**src/rtl/keypad_pkg.sv**
```systemverilog
// +-----------------------------------------------------------------------+
// | keypad_pkg : shared types and key map for the 4x4 keypad scanner     |
// | Rev 1.0                                                               |
// +-----------------------------------------------------------------------+
`default_nettype none

package keypad_pkg;

  localparam int ROWS = 4;
  localparam int COLS = 4;

  typedef enum logic [1:0] {
    SCAN     = 2'd0,
    DEBOUNCE = 2'd1,
    HELD     = 2'd2,
    RELEASE  = 2'd3
  } state_e;

  // Entry {row,col} lives at bits [4*{row,col} +: 4]; '*' encodes as E, '#' as F.
  localparam logic [63:0] KEY_MAP = 64'hDF0E_C987_B654_A321;

  function automatic logic [3:0] key_lookup(input logic [1:0] row, input logic [1:0] col);
    logic [3:0] idx;
    idx = {row, col};
    return KEY_MAP[idx*4 +: 4];
  endfunction

endpackage

`default_nettype wire

```
**src/rtl/scan_tick_gen.sv**
```systemverilog
// +-----------------------------------------------------------------------+
// | scan_tick_gen : free-running prescaler, one-clk tick per scan period  |
// | Rev 1.0                                                               |
// +-----------------------------------------------------------------------+
`default_nettype none

module scan_tick_gen #(
  parameter int CLK_HZ  = 50_000_000,
  parameter int SCAN_HZ = 1_000
) (
  input  logic clk,
  input  logic reset,
  output logic tick
);

  localparam int TC = CLK_HZ / SCAN_HZ - 1;
  localparam int W  = (TC > 0) ? $clog2(TC + 1) : 1;
  localparam logic [W-1:0] TC_W = W'(TC);

  logic [W-1:0] count_q;
  logic [W-1:0] count_d;

  always_comb begin
    tick    = (count_q == TC_W);
    count_d = tick ? '0 : count_q + 1'b1;
  end

  always_ff @(posedge clk) begin
    if (reset) begin
      count_q <= '0;
    end else begin
      count_q <= count_d;
    end
  end

endmodule

`default_nettype wire

```
**src/rtl/keypad_scanner.sv**
```systemverilog
// +-----------------------------------------------------------------------+
// | keypad_scanner : 4x4 matrix scan, debounce, hex encode, digit shifter |
// | Rev 1.0                                                               |
// +-----------------------------------------------------------------------+
`default_nettype none

module keypad_scanner
  import keypad_pkg::*;
#(
  parameter int CLK_HZ         = 50_000_000,
  parameter int SCAN_HZ        = 1_000,
  parameter int DEBOUNCE_SCANS = 4
) (
  input  logic        clk,
  input  logic        reset,
  input  logic [3:0]  row_in,
  output logic [3:0]  col_out,
  output logic        key_valid,
  output logic [3:0]  key_code,
  output logic        key_held,
  output logic [15:0] digits
);

  localparam logic [3:0] DEB_N = 4'(DEBOUNCE_SCANS);

  logic tick;

  scan_tick_gen #(
    .CLK_HZ  (CLK_HZ),
    .SCAN_HZ (SCAN_HZ)
  ) u_tick (
    .clk   (clk),
    .reset (reset),
    .tick  (tick)
  );

  state_e          state_q, state_d;
  logic [ROWS-1:0] sync1_q, sync1_d;
  logic [ROWS-1:0] rs_q, rs_d;
  logic [1:0]      col_q, col_d;
  logic [1:0]      row_q, row_d;
  logic [3:0]      deb_q, deb_d;
  logic            key_valid_q, key_valid_d;
  logic [3:0]      key_code_q, key_code_d;
  logic            key_held_q, key_held_d;
  logic [15:0]     digits_q, digits_d;

  logic [ROWS-1:0] row_mask;
  logic            match;
  logic            confirm;
  logic            release_done;
  logic [1:0]      conf_row;
  logic [1:0]      low_row;
  logic [3:0]      new_code;

  always_comb begin
    low_row = 2'd3;
    for (int i = ROWS - 1; i >= 0; i--) begin
      if (!rs_q[i]) low_row = 2'(i);
    end
  end

  // A match needs the captured row alone to be low; a second row low breaks it.
  assign row_mask = 4'b0001 << row_q;
  assign match    = (rs_q == ~row_mask);

  always_comb begin
    state_d      = state_q;
    sync1_d      = row_in;
    rs_d         = sync1_q;
    col_d        = col_q;
    row_d        = row_q;
    deb_d        = deb_q;
    key_valid_d  = 1'b0;
    key_code_d   = key_code_q;
    key_held_d   = key_held_q;
    digits_d     = digits_q;
    confirm      = 1'b0;
    release_done = 1'b0;
    conf_row     = row_q;

    if (tick) begin
      case (state_q)
        SCAN: begin
          if (rs_q == 4'hF) begin
            col_d = col_q + 2'd1;
          end else begin
            row_d    = low_row;
            conf_row = low_row;
            deb_d    = 4'd1;
            if (DEB_N == 4'd1) confirm = 1'b1;
            else               state_d = DEBOUNCE;
          end
        end
        DEBOUNCE: begin
          if (match) begin
            deb_d = deb_q + 4'd1;
            if (deb_d == DEB_N) confirm = 1'b1;
          end else begin
            state_d = SCAN;
            col_d   = col_q + 2'd1;
          end
        end
        HELD: begin
          if (rs_q[row_q]) begin
            deb_d = 4'd1;
            if (DEB_N == 4'd1) release_done = 1'b1;
            else               state_d = RELEASE;
          end
        end
        RELEASE: begin
          if (rs_q[row_q]) begin
            deb_d = deb_q + 4'd1;
            if (deb_d == DEB_N) release_done = 1'b1;
          end else begin
            state_d = HELD;
          end
        end
        default: state_d = SCAN;
      endcase
    end

    new_code = key_lookup(conf_row, col_q);
    if (confirm) begin
      key_valid_d = 1'b1;
      key_code_d  = new_code;
      digits_d    = {digits_q[11:0], new_code};
      key_held_d  = 1'b1;
      state_d     = HELD;
    end
    if (release_done) begin
      key_held_d = 1'b0;
      col_d      = col_q + 2'd1;
      state_d    = SCAN;
    end
  end

  always_ff @(posedge clk) begin
    if (reset) begin
      state_q     <= SCAN;
      sync1_q     <= 4'hF;
      rs_q        <= 4'hF;
      col_q       <= 2'd0;
      row_q       <= 2'd0;
      deb_q       <= 4'd0;
      key_valid_q <= 1'b0;
      key_code_q  <= 4'd0;
      key_held_q  <= 1'b0;
      digits_q    <= 16'h0000;
    end else begin
      state_q     <= state_d;
      sync1_q     <= sync1_d;
      rs_q        <= rs_d;
      col_q       <= col_d;
      row_q       <= row_d;
      deb_q       <= deb_d;
      key_valid_q <= key_valid_d;
      key_code_q  <= key_code_d;
      key_held_q  <= key_held_d;
      digits_q    <= digits_d;
    end
  end

  assign col_out   = ~(4'b0001 << col_q);
  assign key_valid = key_valid_q;
  assign key_code  = key_code_q;
  assign key_held  = key_held_q;
  assign digits    = digits_q;

endmodule

`default_nettype wire

```
**config.mk**
```make
export PLATFORM = sky130hd
export DESIGN_NAME = keypad_scanner
export DESIGN_NICKNAME = d
export VERILOG_FILES = /design/src/rtl/keypad_pkg.sv /design/src/rtl/scan_tick_gen.sv /design/src/rtl/keypad_scanner.sv
export SDC_FILE = /design/constraint.sdc
export NUM_CORES = 1
export LEC_CHECK = 0
export ABC_AREA = 1
export CELL_PAD_IN_SITES_DETAIL_PLACEMENT = 1
export CELL_PAD_IN_SITES_GLOBAL_PLACEMENT = 2
export CORE_MARGIN = 2
export CORE_UTILIZATION = 31
export CTS_CLUSTER_DIAMETER = 150
export DETAILED_ROUTE_END_ITERATION = 16
export MAX_ROUTING_LAYER = met4
export PLACE_DENSITY_LB_ADDON = 0.1
export SYNTH_ARGS = -nofsm -noshare
export SYNTH_HDL_FRONTEND = slang
export SYNTH_SLANG_ARGS = --single-unit
```
**constraint.sdc**
```tcl
create_clock -name clk -period 2.3 [get_ports clk]
set_input_delay 0.46 -clock clk [delete_from_list [all_inputs] [get_ports clk]]
set_output_delay 0.46 -clock clk [all_outputs]
set_load 0.03 [all_outputs]
```
; ---- Word-level counts from Yosys, hierarchy flattened
; Cells that the tools add are included.
[word_totals]
regBits = 56
in_bits = 6
output_inout_bits = 26
[op_classes]
n_shift = 3
muxes = 33
eq_ne = 19
addsub = 3
bitwise = 2
order_cmp = 1
n_reduce_logical = 11
[ops]
columns = op, count
row1 = "variable part select 64 x 7 -> 4 bit, first input constant", 1
row2 = 2-to-1 mux 2 bit, 15
row3 = "!= test 3 bit, second input constant", 6
row4 = "adder 16 x 1 -> 16 bit, second input constant", 1
row5 = "equality test 16 bit, second input constant", 1
row6 = 2-to-1 mux 4 bit, 4
row7 = one-hot mux 4 bit (4 select lines), 1
row8 = AND reduction 5 bit, 3
row9 = "!= test 2 bit, second input constant", 6
row10 = 2-to-1 mux 1 bit, 10
row11 = inverter 4 bit, 2
row12 = one-hot mux 2 bit (4 select lines), 1
row13 = "<< shifter 1 x 2 -> 4 bit, first input constant", 2
row14 = "adder 4 x 1 -> 4 bit, second input constant", 1
row15 = "equality test 2 bit, second input constant", 2
row16 = "equality test 4 x 3 -> 1 bit, second input constant", 1
row17 = equality test 4 bit, 1
row18 = "equality test 4 bit, second input constant", 1
row19 = one-hot mux 2 bit (2 select lines), 1
row20 = AND reduction 4 bit, 1
row21 = nonzero test 2 bit, 2
row22 = OR reduction 2 bit, 2
row23 = "< comparator 2 x 3 -> 1 bit, second input constant", 1
row24 = nonzero test 3 bit, 1
row25 = 5 further kinds, 5

; ---- Longest topological paths before layout
; Gate-level depths: netlist of run 1.
[depth]
depth_word = 8
ltp_mapped = 13

; ---- Cells and area by module
; A second synthesis of run 1 with hierarchy kept.
[hier_totals]
hier_cells = 381
area_unflattened_um2 = 2618.8
[modules_own_cells]
columns = mod, area_each_um2, cells_each, instances
row1 = keypad_scanner, 1759.2, 251, 1
row2 = scan_tick_gen, 859.6, 130, 1

; ---- Worst setup path after synthesis of run 1
; No wires, ideal clock.
[synth_path]
kind = register -> register
start = register u_tick.count_q[0]
end = register digits_q[6] (netlist: digits[6])
stages_incl_launch_ff = 13
setup_time_ps = 59
t_required_ps = 2241
arrival_time_ps = 1587
setup_slack_ps = 653
cell_sequence = dfxtp_1 > ha_1 > nand3_1 > nor2_2 > nand2_4 > clkinv_4 > nand2_4 > nor2_8 > inv_4 > nor2_8 > buf_8 > nand2_1 > nand2_1
[synth_via]
elab_chain_cells = 2
[synth_lines]
columns = item, line
row1 = from (decl), scan_tick_gen.sv:20  ; logic [W-1:0] count_q;
row2 = from (signal assigned), scan_tick_gen.sv:32  ; count_q <= count_d;
row3 = equality test 16 bit, scan_tick_gen.sv:24  ; tick = (count_q == TC_W);
row4 = 2-to-1 mux 1 bit, keypad_scanner.sv:82  ; if (tick) begin
row5 = to (signal assigned), keypad_scanner.sv:160  ; digits_q <= digits_d;
row6 = to (decl), keypad_scanner.sv:46  ; logic [15:0] digits_q, digits_d;
; Every way passes these cells.
; A chain may end at the register's enable or synchronous reset.

; ---- Worst setup path in the final report of run 1
[layout_path]
start = register col_q[0]
end = output col_out[3]
[layout_via]
elab_chain_cells = 2
[layout_lines]
columns = item, line
row1 = from (decl), keypad_scanner.sv:40  ; logic [1:0] col_q, col_d;
row2 = from (signal assigned), keypad_scanner.sv:154  ; col_q <= col_d;
row3 = << shifter 1 x 2 -> 4 bit, keypad_scanner.sv:164  ; assign col_out = ~(4'b0001 << col_q);
row4 = inverter 4 bit, keypad_scanner.sv:164
row5 = to (decl), keypad_scanner.sv:17  ; output logic [3:0] col_out,
; Every way passes these cells.

==> metrics, run 1 <==
post-CTS setup buffer count 0; largest family of logic cells by synthesized area simple AND/OR/NAND/NOR gates; Post-Synth Simple-Gate Area 40.5%; Final Hold Vio Count 0; initial core utilization 31.6%; worst reg2reg path depth 11; Rows 33; worst hold path startpoint rs_d[2]; Worst Hold Path Cells 1; GP Congestion 0.740; Root Driver clkbuf_8; Synth cell types 34; sequential fraction of the synthesis area 40.7%; core outline area 0.00809 sq mm; Die H 94.9 um; CTS tree yes; Mean Syn Cell Area 7.31 sq um; fin. max-slew vios 0; origin of the critical flop-to-flop path u_tick.count_q[0]; Fillers 1027; Max rail drop VDD 0.239 mV; Antenna Cells 0; Slowest cell on crit path clkdlybuf4s50_1; I/O pin cnt 32; Worst Skew 0.0101 ns; Residual DRC 0; Worst EP required 1.84 ns; Post-Synthesis Cells 350; slew margin rel. 76.9%; clk slew on worst S/H paths 0.09 ns; crit path DAT 1.65 ns; layout cells sized above 1 10.2%; Clock Path Buffers 2; worst skew pair latency 0.30 ns; drt first pass iters 4; PortBufs 31; P_leak 0.00132 uW; Final ANT Viol Nets 0; area delta synth->final 20.0%; setup TNS 0 ns; fin cells 488; post-route design area 0.00307 sq mm; startpoint types register; max_cap viols 0; R2R setup slack 0.36 ns; # nets final 396; DR vias 2293; run status complete, no violations; DRT iter0 DRCs 54; Compound-Gate Fraction of Synth Area 5.57%; critical setup path kind register to output pin; H-tree depth 2; vias in the first global route 2258; clk sink count 52; multiplexer share of the synthesized area 0%; PostCTS Resize Cnt 3; drt total wl 6.34 mm; fmax 474 MHz; Crit. Startpoint col_q[0]; synthesized flop and latch total 52; Final Critical Period 2.11 ns; vias per inst 4.70; largest net degree at the start of global routing 24; CP Capture Type output pin; die area 0.00900 sq mm; WL/cell 13.0 um; synthesis warning total 0; Post-DP HPWL 4.79 mm; Tot GR Track Use 15.3%; first-pass GRT wire length 10.6 mm; Worst Path Max Fanout 7; CP max stage delay 0.66 ns; worst path cell trace ha_1, inv_1, clkdlybuf4s50_1; Post-DP Area 0.00297 sq mm; Finish-stage setup viols 0; initial antenna violation count 0; worst-margin pin slew 0.346 ns; number of CTS-inserted buffers 5; cell count after placement 480; grt ovf 0; Cell Pwr Density 523 mW/mm^2; Final Cycle Share 91.7%; Die Width 94.9 um; HP Class register to register; RSZ-0062 raised after global routing false; Post-Synth Adder-Cell Area 3.91%; Cell Area, Synth 0.00256 sq mm; CTS Hold Bufs 0; Mapped Nets 364; xor and xnor fraction of the mapped netlist area 1.37%
## metrics by stage
step	hold WS, ns	utilization [%]	total power (uW)	setup WS, ns
6_report	0.414	37.9	1610	0.191
5_1_grt	0.435	37.9	1680	0.0964
4_1_cts	0.419	37.9	1640	0.160
3_5_place_dp	0.397	36.6	1000	0.242
3_3_place_gp	0.394	36.6	1000	0.291
2_1_floorplan	0.389	-	978	0.653
## cell usage in the layout (no fill, tap or decap)
cell and count:
or2_2 10, o21ai_1 1, inv_4 1, xnor2_1 2, nor3b_1 2, nor2_1 33
nand4_1 8, clkinv_4 1, nor2_2 3, nand2_1 82, inv_2 2, o21ai_0 10
clkbuf_8 5, nor2_8 2, bufinv_16 1, nand2_2 2, and3_1 1, clkdlybuf4s50_1 28
nor2_4 3, o21bai_1 1, clkinv_2 1, nor3_2 1, buf_4 4, o211ai_1 1
nand3_2 1, nand3_1 52, inv_1 31, dlygate4sd2_1 3, a21oi_1 12, xor2_1 2
dfxtp_1 52, nand3b_1 1, ha_1 8, clkbuf_1 1, nor3_1 11, nand2_4 2
a31oi_1 2
## where the power goes
| group | switching [uW] | leakage, uW | internal [uW] |
|---|---|---|---|
| sequential | 7.29 | 0.000421 | 911 |
| clock | 300 | 0.0000552 | 323 |
| combinational | 36.9 | 0.000848 | 27.3 |
## path summary, 6_finish.rpt
path,to
worst min-delay path,rs_q[2]
worst max-delay path,col_out[3]
worst max register to register,key_code[1]
worst min register to register,rs_q[2]
## state kept, by name, indices dropped and copies added (netlist names)
| register | flops |
|---|---|
| key_valid | 1 |
| rs_q | 4 |
| row_q | 2 |
| state_q | 2 |
| rs_d | 4 |
| col_q | 2 |
| digits | 13 |
| key_code | 3 |
| key_held | 1 |
| deb_q | 4 |
| u_tick.count_q | 16 |
## cell type report
| cell class | count | area [sq um] | share of cell area [%] |
|---|---|---|---|
| inverter | 35 | 139 | 4.53 |
| tap | 105 | 131 | 4.28 |
| multi-input combinational | 253 | 1310 | 42.8 |
| clock inverter | 2 | 35.0 | 1.14 |
| timing repair buffer | 35 | 337 | 11.0 |
| clock buffer | 6 | 72.6 | 2.36 |
| sequential | 52 | 1040 | 33.9 |
## synth_stat cells
library cell	count	area, sq um
buf_4	4	30.0
nand3_2	1	10.0
nor2_1	33	124
nand4_1	8	50.1
nor2_8	2	40.0
o21ai_0	10	50.1
o21bai_1	1	7.51
nor3_2	1	10.0
nor3_1	11	55.1
nor3b_1	2	15.0
dfxtp_1	52	1040
ha_1	8	100
xor2_1	2	17.5
nand3_1	52	260
buf_2	1	5.00
nand2_1	82	308
o211ai_1	1	7.51
and3_1	1	6.26
nor2_2	3	18.8
inv_4	1	6.26
xnor2_1	2	17.5
nand2_4	2	22.5
buf_8	1	15.0
inv_1	31	116
o21ai_1	1	5.00
nor2_4	3	33.8
nand3b_1	1	7.51
clkbuf_1	4	15.0
a21oi_1	12	60.1
a31oi_1	2	12.5
or2_2	10	62.6
inv_2	2	7.51
clkinv_4	1	8.76
nand2_2	2	12.5
## per-layer routing
| metal | vias to the layer above | share of wire (%) | global-route usage (%) |
|---|---|---|---|
| met3 | 12 | 2.3 | 2.55 |
| met5 | - | 0 | - |
| met1 | 1062 | 48 | 19.4 |
| met4 | 0 | 2.0 | 5.19 |
| li1 | 1198 | - | - |
| met2 | 21 | 47 | 24.8 |
## kinds of logic after synthesis
kind of cell / Yosys count
compound gates: 27
xor+xnor: 4
fa+ha+maj: 8
buf+inv: 45
flops: 52
simple gates: 214
## worst max-delay path, delay by kind of cell, from the launching register on
kind / cells / cell delay (ns)
adders and majority gates: 1 / 0.23
buffers and inverters: 2 / 0.72
DFF: 1 / 0.39
No activity file was read; power rests on OpenSTA's default activity.
==> run 2: changes to the inputs <==
Settings changed: CORE_MARGIN 2 to not set.
==> metrics, run 2 (synthesis results as in run 1) <==
CP Capture Type output pin; P_int 1250 uW (-0.84%); core outline area 0.00785 sq mm (-3.0%); Root Driver clkbuf_8; layout cells sized above 1 9.74% (-0.45 points); largest net degree at the start of global routing 18 (-25%); CTS tree yes; Net Sw Power 334 uW (-3.0%); I/O pin cnt 32 (unchanged); Final Critical Period 2.10 ns (-0.0123 ns); Rows 32 (-3.0%); Die H 92.9 um (-2.1%); Final ANT Viol Nets 0 (unchanged); post-layout power 1580 uW (-1.3%); Net Sw Frac 21.1% (-0.37 points); slew margin rel. 75.3% (-1.5 points); Finish-stage setup viols 0 (unchanged); drt total wl 6.23 mm (-1.7%); Final Cycle Share 91.1% (-0.53 points); GP Congestion 0.817 (+10%); fin. max-slew vios 0 (unchanged); Worst Path Max Fanout 7 (unchanged); Max rail drop VDD 0.199 mV (-17%); initial antenna violation count 0 (unchanged); commonest non-fill, non-tap cell in the layout nand2_1; most frequent cells in the layout nand2_1 (82), nand3_1 (52), dfxtp_1 (52); RSZ-0062 raised after global routing false; Clock Path Buffers 2 (unchanged); P_leak 0.00132 uW (-0.67%); multi-input logic area 0.00131 sq mm (unchanged); DR vias 2324 (+1.4%); register area 0.00104 sq mm (unchanged); HP Class register to register; die area 0.00862 sq mm (-4.2%); max_cap viols 0 (unchanged); run status complete, no violations; worst-margin pin slew 0.369 ns (+0.0223 ns); post-CTS setup buffer count 0 (unchanged); area delta synth->final 19.3%; drt first pass iters 4 (unchanged); DRT iter0 DRCs 58 (+7.4%); grt ovf 0 (unchanged); clk sink count 52 (unchanged); Post-DP HPWL 4.65 mm (-3.0%); Residual DRC 0 (unchanged); crit path DAT 1.64 ns (about the same); Worst Skew 0.00702 ns (-0.00310 ns); Seq pwr share 57.9% (+0.7 points); number of CTS-inserted buffers 5 (unchanged); Top reg by flops u_tick.count_q; Fillers 1005 (-2.1%); Cell Pwr Density 519 mW/mm^2 (-0.78%); Post-DP Area 0.00295 sq mm (-0.38%); WL/cell 12.9 um (-0.43%); # nets final 395 (-0.25%); CTS Hold Bufs 0 (unchanged); startpoint types register; first-pass GRT wire length 11.1 mm (+4.3%); H-tree depth 2 (unchanged); Tot GR Track Use 16.4% (+1.0 points); post-route design area 0.00305 sq mm (-0.53%); logic gate share of total power 4.1% (about the same); PortBufs 31 (unchanged); Final Hold Vio Count 0 (unchanged); Largest register FFs 16 (unchanged); Worst EP required 1.84 ns (about the same); critical setup path kind register to output pin; Die Width 92.9 um (-2.1%); PostCTS Resize Cnt 2 (-1); setup TNS 0 ns (unchanged); vias in the first global route 2377 (+5.3%); vias per inst 4.82 (+2.6%); fmax 477 MHz (+0.58%); clock power share 37.9% (-0.9 points); worst skew pair latency 0.30 ns (about the same); initial core utilization 32.6% (+0.99 points); clk slew on worst S/H paths 0.09 ns (about the same); Antenna Cells 0 (unchanged)
[run 2: metal layers]
| metal | GRT usage [%] | wire length, um | vias up |
|---|---|---|---|
| li1 | - | - | 1199 |
| met1 | 20.7 | 3060 | 1098 |
| met2 | 27.1 | 2970 | 21 |
| met3 | 2.71 | 139 | 6 |
| met4 | 4.23 | 65 | 0 |
| met5 | - | 0 | - |
[run 2: worst paths after layout]
check | from | endpoint | slack, ns | depth (start not counted)
setup reg to reg | u_tick.count_q[0] | digits[3] | 0.35 | 9
setup / recovery | col_q[0] | col_out[3] | 0.20 | 3
hold / removal | rs_d[1] | rs_q[1] | 0.42 | 1
hold reg to reg | rs_d[1] | rs_q[1] | 0.42 | 1
[run 2: layout make-up]
type / count / area share (%)
clock inverter: 1 / 0.984
multi-input combinational: 253 / 43.0
clock buffer: 5 / 2.25
tap: 102 / 4.18
sequential: 52 / 34.1
inverter: 35 / 4.55
timing repair buffer: 34 / 10.9
[run 2: power by group through the flow]
stage / Sequential (uW) / Clock, uW / Combinational [uW]
floorplan: 937 / 0 / 40.6
global placement: 938 / 0 / 64.6
detailed placement: 939 / 0 / 67.4
CTS: 918 / 630 / 67.6
global route: 920 / 668 / 74.1
finish: 918 / 601 / 65.6
[run 2: worst max-delay path, cell delays in order (launching register included)]
cell and delay (ns):
dfxtp_1 0.38, ha_1 0.23, inv_1 0.07, clkdlybuf4s50_1 0.67
[run 2: through the flow]
stage / cells / setup WS, ns / util, % / hold slack [ns]
floorplan: 350 / 0.653 / - / 0.389
global placement: 476 / 0.330 / 37.6 / 0.392
detailed placement: 476 / 0.302 / 37.6 / 0.398
CTS: 482 / 0.0295 / 38.9 / 0.420
global route: 482 / 0.0959 / 38.9 / 0.432
finish: 482 / 0.204 / 38.9 / 0.415
==> run 3: changes to the inputs <==
Settings changed: CORE_ASPECT_RATIO set to 0.75, PLACE_DENSITY set to 0.89, PLACE_DENSITY_LB_ADDON 0.1 to not set.
==> metrics, run 3 (synthesis results as in run 1) <==
run status complete, no violations; worst-margin pin slew 0.607 ns (+0.238 ns); Tot GR Track Use 15.5% (-0.85 points); logic gate share of total power 3.9% (-0.2 points); RSZ-0062 raised after global routing false; core outline area 0.00795 sq mm (+1.3%); Crit. Startpoint col_q[0]; worst path cell trace ha_1, inv_1, clkdlybuf4s50_1; Die H 80.7 um (-13%); Placement Setup Slack 0.261 ns (-0.0413 ns); clk slew on worst S/H paths 0.09 ns (about the same); worst reg2reg path depth 9 (unchanged); Net Sw Power 340 uW (+2.0%); Antenna Cells 0 (unchanged); # nets final 394 (-0.25%); Worst EP required 1.84 ns (about the same); DR vias 2315 (-0.39%); post-layout power 1600 uW (+1.0%); origin of the critical flop-to-flop path u_tick.count_q[0]; Max rail drop VDD 0.218 mV (+9.3%); grt ovf 0 (unchanged); layout cells sized above 1 9.71% (-0.026 points); drt total wl 6.16 mm (-1.1%); H-tree depth 2 (unchanged); GP Congestion 0.817 (about the same); DRT iter0 DRCs 58 (unchanged); Final Cycle Share 92.6% (+1.5 points); max_cap viols 0 (unchanged); slew margin rel. 59.5% (-16 points); die area 0.00863 sq mm (about the same); Net Sw Frac 21.3% (+0.21 points); Final Hold Vio Count 0 (unchanged); WL/cell 12.7 um (-2.0%); Post-DP HPWL 4.64 mm (-0.35%); commonest non-fill, non-tap cell in the layout nand2_1; Stages on worst setup path 3 (unchanged); vias in the first global route 2171 (-8.7%); largest net degree at the start of global routing 24 (+6); Clock Path Buffers 2 (unchanged); Worst Hold Path Cells 1 (unchanged); P_int 1260 uW (+0.74%); CTS Hold Bufs 0 (unchanged); Worst Skew 0.00513 ns (-0.00188 ns); setup TNS 0 ns (unchanged); Final ANT Viol Nets 0 (unchanged); P_leak 0.00131 uW (-0.11%); startpoint types register; worst skew pair latency 0.30 ns (about the same); critical setup path kind register to output pin; initial antenna violation count 0 (unchanged); worst hold path startpoint rs_d[1]; HP Class register to register; Finish-stage setup viols 0 (unchanged); Seq pwr share 57.4% (-0.5 points); Final Critical Period 2.13 ns (+0.0337 ns); Root Driver clkbuf_8; Slowest cell on crit path clkdlybuf4s50_1; cell family with most CP delay buffers and inverters; fmax 469 MHz (-1.6%); Buf/Inv on CP 2 (unchanged); initial core utilization 32.2% (-0.43 points); Largest register FFs 16 (unchanged); drt first pass iters 4 (unchanged); crit path DAT 1.67 ns (+0.03 ns); Die Width 107 um (+15%); number of CTS-inserted buffers 5 (unchanged); Residual DRC 0 (unchanged); most frequent cells in the layout nand2_1 (82), nand3_1 (52), dfxtp_1 (52); first-pass GRT wire length 10.1 mm (-8.5%); Cell Pwr Density 524 mW/mm^2 (+0.97%); clock power share 38.7% (+0.8 points); CP Capture Type output pin; I/O pin cnt 32 (unchanged); Top reg by flops u_tick.count_q; CTS tree yes; CP max stage delay 0.67 ns (about the same); area delta synth->final 19.4% (about the same); worst setup margin 0.170 ns (-0.0337 ns); Worst Path Max Fanout 7 (unchanged); vias per inst 4.76 (-1.2%); PortBufs 31 (unchanged); clk sink count 52 (unchanged); Rows 28 (-13%); fin. max-slew vios 0 (unchanged)
-- run 3: cell count changes in the layout (fill, tap and decap cells not counted) --
| cell | previous run | this run |
|---|---|---|
| buf_4 | 3 | 2 |
| dlymetal6s2s_1 | 1 | 0 |
| dlygate4sd2_1 | 2 | 3 |
| clkinv_2 | 0 | 1 |
| clkbuf_1 | 0 | 1 |
-- run 3: path summary, 6_finish.rpt --
check / slack [ns] / endpoint
setup / recovery: 0.17 / col_out[3]
hold / removal: 0.42 / rs_q[1]
setup reg to reg: 0.36 / digits[3]
hold reg to reg: 0.42 / rs_q[1]
-- run 3: final cells by class --
type	instances	area, sq um
clock inverter	2	35.0
multi-input combinational	253	1310
timing repair buffer	33	322
tap	105	131
fill	999	4900
sequential	52	1040
clock buffer	6	72.6
inverter	35	139
-- run 3: layer usage --
metal	vias to the layer above	wire [um]	GRT usage, %
li1	1193	-	-
met5	-	0	-
met1	1088	3280	20.8
met2	27	2690	23.5
met3	7	117	2.44
met4	0	80	5.75
-- run 3: worst register-to-register path: stages (launching register included) --
cell and delay [ns]:
dfxtp_1 0.38, ha_1 0.20, nand3_1 0.14, inv_1 0.16, nand3_1 0.11, o21ai_0 0.19, nand2_1 0.18, or2_2 0.32
nand3_1 0.11, nand2_1 0.05
-- run 3: power by group through the flow --
stage          Combinational (uW)  Clock, uW  Sequential, uW
2_1_floorplan                40.6          0             937
3_3_place_gp                 61.6          0             939
3_5_place_dp                 63.8          0             939
4_1_cts                      63.9        646             918
5_1_grt                      70.7        685             920
6_report                     62.7        619             918
-- run 3: repair_timing --
item,4_1_cts,5_1_grt
endpoints found under the setup margin,3,0
buffers inserted,0,0
resized for setup,3,0
-- run 3: through the flow --
step	cell area (sq um)	hold slack, ns	instances	util (%)
after floorplan	2560	0.389	350	-
after global placement	2950	0.392	478	37.1
after detailed placement	2950	0.395	478	37.1
after CTS	3050	0.420	486	38.4
after global routing	3050	0.430	486	38.4
final	3050	0.417	486	38.4
